<file path="config.mk">
export PLATFORM = sky130hd
export DESIGN_NAME = timer_ctrl
export DESIGN_NICKNAME = d
export VERILOG_FILES = /design/src/rtl/timer_ctrl.sv
export SDC_FILE = /design/constraint.sdc
export NUM_CORES = 1
export LEC_CHECK = 0
export ABC_AREA = 1
export CAP_MARGIN = 10
export CELL_PAD_IN_SITES_DETAIL_PLACEMENT = 0
export CELL_PAD_IN_SITES_GLOBAL_PLACEMENT = 1
export CORE_AREA = 8 8 91 93
export CTS_BUF_LIST = sky130_fd_sc_hd__clkbuf_4 sky130_fd_sc_hd__clkbuf_8
export CTS_CLUSTER_DIAMETER = 40
export DETAILED_ROUTE_END_ITERATION = 8
export DIE_AREA = 0 0 99 101
export HOLD_SLACK_MARGIN = 0.15
export PLACE_DENSITY = 0.69
export SYNTH_ARGS = -nofsm -noshare
export SYNTH_HDL_FRONTEND = slang
export SYNTH_SLANG_ARGS = --single-unit
</file>
<file path="constraint.sdc">
create_clock -name clk -period 2.1 [get_ports clk]
set_clock_uncertainty 0.05 [all_clocks]
set_input_delay 0.21 -clock clk [delete_from_list [all_inputs] [get_ports clk]]
set_output_delay 0.21 -clock clk [all_outputs]
set_load 0.01 [all_outputs]
</file>
<file path="src/rtl/timer_ctrl.sv">
// timer_ctrl
//   Programmable timer sequencer built around a free-running counter. It has a
//   prescaler, a compare match, one-shot or periodic operation and a sticky
//   level interrupt with an overflow flag. Software programs it through a
//   write-only register port and reads it back through a combinational port.
//
// Ports
//   clk        system clock, all state changes on the rising edge
//   reset      asynchronous, active-high reset
//   cfg_valid  register write strobe, accepted in the same cycle
//   cfg_addr   write address: 0=CTRL 1=COMPARE 2=PRESCALE 3=reserved
//   cfg_wdata  write data (CTRL: [0] start, [1] stop, [2] periodic mode)
//   rd_addr    read address: 0=STATUS 1=COMPARE 2=PRESCALE 3=COUNT
//   rd_data    combinational read data, zero-extended
//   irq_ack    clears irq and ovf
//   count      current timer count
//   running    high while the FSM is in RUN
//   irq        level interrupt, held until irq_ack
//
// State | meaning
//   IDLE  | stopped, count holds
//   RUN   | prescaler and count advancing
//   DONE  | one-shot match reached, count holds 0
module timer_ctrl #(
    parameter int WIDTH    = 8,
    parameter int PS_WIDTH = 8
) (
    input  logic             clk,
    input  logic             reset,
    input  logic             cfg_valid,
    input  logic [1:0]       cfg_addr,
    input  logic [WIDTH-1:0] cfg_wdata,
    input  logic [1:0]       rd_addr,
    output logic [WIDTH-1:0] rd_data,
    input  logic             irq_ack,
    output logic [WIDTH-1:0] count,
    output logic             running,
    output logic             irq
);

    typedef enum logic [1:0] {
        IDLE = 2'd0,
        RUN  = 2'd1,
        DONE = 2'd2
    } state_t;

    state_t              state;
    logic [PS_WIDTH-1:0] prescaler;
    logic [PS_WIDTH-1:0] prescale;
    logic [WIDTH-1:0]    compare;
    logic                periodic;
    logic                ovf;

    logic ctrl_wr;
    logic start_cmd;
    logic stop_cmd;
    logic tick;
    logic match;

    // Stop beats start in the same write; any CTRL command beats the tick.
    always_comb begin
        ctrl_wr   = cfg_valid && (cfg_addr == 2'd0);
        stop_cmd  = ctrl_wr && cfg_wdata[1];
        start_cmd = ctrl_wr && cfg_wdata[0] && !cfg_wdata[1];
        tick      = (state == RUN) && (prescaler == prescale) && !start_cmd && !stop_cmd;
        match     = tick && (count == compare);
    end

    always_ff @(posedge clk or posedge reset) begin
        if (reset) begin
            state     <= IDLE;
            running   <= 1'b0;
            count     <= '0;
            prescaler <= '0;
            compare   <= '1;
            prescale  <= '0;
            periodic  <= 1'b0;
            irq       <= 1'b0;
            ovf       <= 1'b0;
        end else begin
            if (cfg_valid) begin
                case (cfg_addr)
                    2'd1:    compare  <= cfg_wdata;
                    2'd2:    prescale <= PS_WIDTH'(cfg_wdata);
                    default: ;
                endcase
            end

            // The match below still uses the mode that was in force before this write.
            if (ctrl_wr) begin
                periodic <= cfg_wdata[2];
            end

            if (stop_cmd) begin
                state   <= IDLE;
                running <= 1'b0;
            end else if (start_cmd) begin
                state     <= RUN;
                running   <= 1'b1;
                count     <= '0;
                prescaler <= '0;
            end else if (state == RUN) begin
                if (tick) begin
                    prescaler <= '0;
                    if (match) begin
                        count <= '0;
                        if (!periodic) begin
                            state   <= DONE;
                            running <= 1'b0;
                        end
                    end else begin
                        count <= count + WIDTH'(1);
                    end
                end else begin
                    prescaler <= prescaler + PS_WIDTH'(1);
                end
            end

            // A match sets irq even when acknowledged; the ack still clears ovf.
            if (match) begin
                irq <= 1'b1;
                if (irq_ack) begin
                    ovf <= 1'b0;
                end else if (irq) begin
                    ovf <= 1'b1;
                end
            end else if (irq_ack) begin
                irq <= 1'b0;
                ovf <= 1'b0;
            end
        end
    end

    always_comb begin
        rd_data = '0;
        case (rd_addr)
            2'd0:    rd_data = WIDTH'({ovf, irq, (state == DONE), running});
            2'd1:    rd_data = compare;
            2'd2:    rd_data = WIDTH'(prescale);
            default: rd_data = count;
        endcase
    end

endmodule

</file>
Yosys cells after proc, flatten, opt, wreduce, memory -nomap -nowiden
Index checks and enable logic that the tools add are counted.
{ "word_totals": {"register_bits": 38, "input_bits": 16, "out_inout_bits": 18} }
{ "op_classes": {"mux": 25, "reduce_logical": 26, "bitwise_logic": 1, "eq_ne": 9, "n_addsub": 2} }
{ "ops": {"columns": ["operator", "count"], "rows": [
  ["2-to-1 mux 8 bit", 7],
  ["one-hot mux 8 bit (3 select lines)", 1],
  ["adder 8 x 1 -> 8 bit, second input constant", 2],
  ["equality test 8 bit", 2],
  ["2-to-1 mux 2 bit", 6],
  ["2-to-1 mux 1 bit", 11],
  ["nonzero test 3 bit", 3],
  ["logical AND 1 bit", 8],
  ["AND reduction 2 bit", 4],
  ["nonzero test 2 bit", 4],
  ["equality test 2 x 1 -> 1 bit, second input constant", 3],
  ["equality test 2 bit, second input constant", 3],
  ["zero test 2 bit", 2],
  ["AND reduction 4 bit", 1],
  ["zero test 1 bit", 3],
  ["inequality test 3 x 1 -> 1 bit, second input constant", 1],
  ["AND reduction 3 bit", 1],
  ["NOT 1 bit", 1]
]} }

Logic depth before layout (Yosys ltp)
Gate-level depths: netlist (run 1).
{ "depth": {"ltp_word": 13, "ltp_mapped": 12, "ltp_nobuf": 12} }

Least setup slack after synthesis (run 1)
OpenSTA, ideal clock, no wires.
{ "synth_path": {"kind": "register to register", "start": "reg compare[4]", "end": "reg count[4]", "synth_period_minus_slack_ps": 1484, "path_stages_with_launch": 12, "setup_time_ps": 113, "t_arrival_ps": 1321, "setup_slack_ps": 616, "required_time_ps": 1937, "cell_sequence": "dfstp_2 inv_1 nand2_1 nand2_1 nor2_1 nand2_1 nor2_1 nand3_2 nand3_1 nand2_1 nand2_1 inv_1"} }
{ "synth_via": {"elab_chain_len": 6} }
{ "synth_lines": {"columns": ["element", "line", "text"], "rows": [
  ["start: declaration", "50", "logic [WIDTH-1:0] compare;"],
  ["start signal: assignment", "83", "2'd1: compare <= cfg_wdata;"],
  ["equality test 8 bit", "66", "match = tick && (count == compare);"],
  ["logical AND 1 bit", "66", null],
  ["2-to-1 mux 8 bit", "105", "if (match) begin"],
  ["2-to-1 mux 8 bit", "103", "if (tick) begin"],
  ["2-to-1 mux 8 bit", "102", "end else if (state == RUN) begin"],
  ["2-to-1 mux 8 bit", "97", "end else if (start_cmd) begin"],
  ["end signal: assignment", "112", "count <= count + WIDTH'(1);"],
  ["end: declaration", "36", "output logic [WIDTH-1:0] count,"]
]} }
No other way between the ends. The select of a mux whose other input is x is not followed.
A chain may end at the register's enable or synchronous reset.

Final worst setup path (run 1)
{ "layout_path": {"start": "in rd_addr[0]", "end": "out rd_data[3]"} }
{ "layout_via": {"elab_chain_len": 2, "elab_cells_between_ends": 4, "cone_classes": "eq/ne (2); mux (1); reduce/logical (1)"} }
{ "layout_lines": {"columns": ["element", "line", "text"], "rows": [
  ["start: declaration", "33", "input logic [1:0] rd_addr,"],
  ["equality test 2 bit (tied with other cells)", "136", "case (rd_addr)"],
  ["one-hot mux 8 bit (3 select lines) (*)", "136", null],
  ["end: declaration", "34", "output logic [WIDTH-1:0] rd_data,"]
]} }
Mark *: on every way between the ends. The rest lies on a longest branch, timed or not.

==> results of run 1 <==
[per-stage QoR]
step            TNS [ns]  total power, mW  std cells  utilization [%]  worst slack (ns)
4_1_cts                0            2.537        457            41.29          0.009253
6_report               0            2.491        457            41.54            0.2482
3_5_place_dp   -0.003359            1.886        449            39.72         -0.003359
2_1_floorplan          0            1.561        330                -            0.6163
5_1_grt                0            2.700        457            41.54           0.08870
3_3_place_gp   -0.006176            1.879        449            39.72         -0.003932
[worst reg2reg max path: stages, from the launching register on]
cell and delay (ns):
dfstp_2 0.56, inv_1 0.06, nand2_1 0.06, nand2_1 0.05, nor2_1 0.14, nand2_1 0.07
nor2_1 0.15, nand3_2 0.25, nand3_1 0.14, nand2_1 0.06, nand2_1 0.06, inv_1 0.03
[worst max-delay path by stage]
stage	from	endpoint	cells past startpoint
floorplan	compare[4]	count[4]	11
global placement	rd_addr[0]	rd_data[7]	5
detailed placement	rd_addr[0]	rd_data[7]	5
CTS	rd_addr[1]	rd_data[6]	8
global route	rd_addr[0]	rd_data[3]	8
finish	rd_addr[0]	rd_data[3]	8
[where the power goes]
group | internal (mW) | switching [mW]
registers | 0.870 | 0.178
logic | 0.358 | 0.447
clock network | 0.366 | 0.271
[Yosys cell counts]
master     count  share of area (%)
a21oi_1        4               0.87
nor2_2         1               0.27
o22ai_1        2               0.54
xor2_1         5                1.9
nand3b_1       1               0.33
a31oi_1        1               0.27
nor3_1         4               0.87
nand2_4        1               0.49
or2_0          1               0.27
nand2_2        1               0.27
xnor2_1        1               0.38
o2111ai_1      1               0.38
inv_1         55                9.0
nand3_2        3                1.3
nand4_1       10                2.7
nand2_1      112                 18
inv_2          4               0.65
dfrtp_1       29                 32
clkbuf_1       2               0.33
buf_6          1               0.49
nand3_1       17                3.7
ha_1           2                1.1
nor2_1        26                4.2
dfstp_2        8                9.1
buf_8          1               0.65
a21oi_2        2               0.76
o21ai_0       29                6.3
nor2_4         1               0.49
o221ai_1       4                1.5
nand2_8        1               0.87
[cell families (layout without fill, tap and decap cells)]
family / Yosys count / in the layout
DFF: 37 / 37
buffers and inverters: 63 / 108
AOI/OAI and AO/OA: 43 / 43
adders and majority gates: 2 / 2
and+or+nand+nor: 179 / 179
xor gates and xnor gates: 6 / 6
[layer usage]
metal,vias to the layer above,global-route usage [%],part of all wire [%],wire length (µm)
met5,-,0,0,0
met1,974,16.71,49,2984
met3,5,2.762,4.1,250
met2,41,20.58,45,2708
li1,1124,-,-,-
met4,0,4.959,1.5,91
[timing repair]
item | 4_1_cts | 5_1_grt
pin swaps | 0 | 0
setup endpoints to repair | 2 | 6
resized for setup | 2 | 7
[flip-flops by register name, summed over array words and instances, names as in the netlist]
| signal | flops |
|---|---|
| compare | 8 |
| periodic | 1 |
| count | 8 |
| prescale | 8 |
| ovf | 1 |
| prescaler | 8 |
| irq | 1 |
| state | 2 |
[layout make-up]
class | instances | area (µm²) | area share (%)
Clock inverter | 2 | 35.03 | 1.215
Clock buffer | 6 | 76.32 | 2.646
Timing Repair Buffer | 41 | 402.9 | 13.97
Tap cell | 82 | 102.6 | 3.557
Multi-Input combinational cell | 230 | 1110 | 38.48
Sequential cell | 37 | 935.9 | 32.45
Inverter | 59 | 221.5 | 7.679
==> impl_metrics.tcl, run 1 <==
set metrics [dict create \
    final_common_cell "nand2_1" \
    max_slew_margin_pct 64.84 \
    hp-class "input pin to async pin" \
    viasPerCell 4.691 \
    dp_hpwl_um 4628 \
    worstPathCellList "clkdlybuf4s50_1, nor2_1, buf_4, nand2_1, o21ai_0, a21oi_1, o21ai_0, dlygate4sd2_1" \
    die_h_um 101 \
    drv_slew 0 \
    stdcell_area_um2 2884 \
    critPathTopFamily "buffers and inverters" \
    timing.final.crit_share_pct 88.18 \
    grt_util_all_layers_pct 12.94 \
    worst_setup_path_end_kind "output port" \
    synth-seq-cells 37 \
    drtAntennaViolNets 0 \
    hold_viol 0 \
    power_density_nw_per_um2 863.6 \
    cp_common_cell "o21ai_0" \
    holdWs_ns 0.2767 \
    clockBufferDepth 2 \
    syn-num-nets 348 \
    post_cts_buffers 0 \
    synthSimpleGateAreaFrac_pct 34.13 \
    startpoint_type "input pin" \
    ys_seq_area_share_pct 40.72 \
    post-route-min-period_ns 1.852 \
    worstSetupPathType "input pin to output port" \
    synthToLayoutAreaGrowth_pct 25.48 \
    synth_top_family_by_area "simple AND/OR/NAND/NOR gates" \
    maxCapViolCount 0 \
    io_buffer_count 33 \
    p_leak_nw 1.533 \
    status "finished clean" \
    worstMarginPinSlew_ns 0.5259 \
    synth_adder_area_share_pct 1.089 \
    grt_overflow_total 0 \
    setup_viol 0 \
    fp.coreArea_um2 6943 \
    antenna_found_initial 0 \
    clockRootBuffer "clkbuf_8" \
    crit_required_ns 1.84 \
    crit_buf_inv 3 \
    reg2reg_slack_ns 0.33 \
    num_io_pins 34 \
    wl_um 6035 \
    rows 31 \
    die_w_um 99 \
    fmax_mhz 540.0 \
    vias 2144 \
    diodes 0 \
    r2r-end "count[3]" \
    avgSynthCellArea_um2 6.965 \
    peakVddDrop_uv 292.7 \
    rsz0062_at_grt "no" \
    reg2reg_from "compare[1]" \
    arrival_ns 1.59 \
    grt_pass1_wl_um 10230 \
    grt_pass1_vias 2123 \
    synth_mux_area_share_pct 0 \
    n_fill_cell 742 \
    grt_max_degree 38 \
    die_area_um2 9999 \
    tritoncts "yes" \
    drc 0 \
    synth.distinct_cells 30 \
    final_cell_mix "nand2_1, inv_1, o21ai_0, dfrtp_1, nor2_1" \
    nets 392 \
    dr.pass1.iters 4 \
    netlist_area_um2 2298 \
    drive_above_1_share_pct 10.40 \
    cts_max_level 2 \
    synth_compound_area_share_pct 10.67 \
    yosysWarnings 0 \
    crit_fanout 6 \
    reg2reg_depth 11 \
    clock_latency_ns 0.30 \
    syn-instance-count 330 \
    gp_congestion 0.7903 \
    max_stage_delay_ns 0.53 \
    path_clk_slew_ns 0.09 \
    drt-initial-drc-count 75 \
    cts_buffers 5 \
    cts.hold.buffers_added 0 \
    synthXorXnorAreaFrac_pct 2.286 \
    place_area_um2 2758 \
    initial_core_util_pct 33.11 \
    wire_per_inst_um 13.21 \
    slowest_stage "clkdlybuf4s50_1" \
    cts.sinks 37 \
]
No activity file was read; power rests on OpenSTA's default activity.
==> inputs of run 2 (changes only) <==
--- a/config.mk
+++ b/config.mk
@@ -6,7 +6,6 @@
 export NUM_CORES = 1
 export LEC_CHECK = 0
 export ABC_AREA = 1
-export CAP_MARGIN = 10
 export CELL_PAD_IN_SITES_DETAIL_PLACEMENT = 0
 export CELL_PAD_IN_SITES_GLOBAL_PLACEMENT = 1
 export CORE_AREA = 8 8 91 93
==> results of run 2 <==
No change in the layout: final DEF, timing and power equal those of run 1.
==> inputs of run 3 (changes only) <==
--- a/config.mk
+++ b/config.mk
@@ -10,7 +10,7 @@
 export CELL_PAD_IN_SITES_GLOBAL_PLACEMENT = 1
 export CORE_AREA = 8 8 91 93
 export CTS_BUF_LIST = sky130_fd_sc_hd__clkbuf_4 sky130_fd_sc_hd__clkbuf_8
-export CTS_CLUSTER_DIAMETER = 40
+export CTS_CLUSTER_DIAMETER = 120
 export DETAILED_ROUTE_END_ITERATION = 8
 export DIE_AREA = 0 0 99 101
 export HOLD_SLACK_MARGIN = 0.15
==> results of run 3 <==
No change in the layout: final DEF, timing and power equal those of run 1.
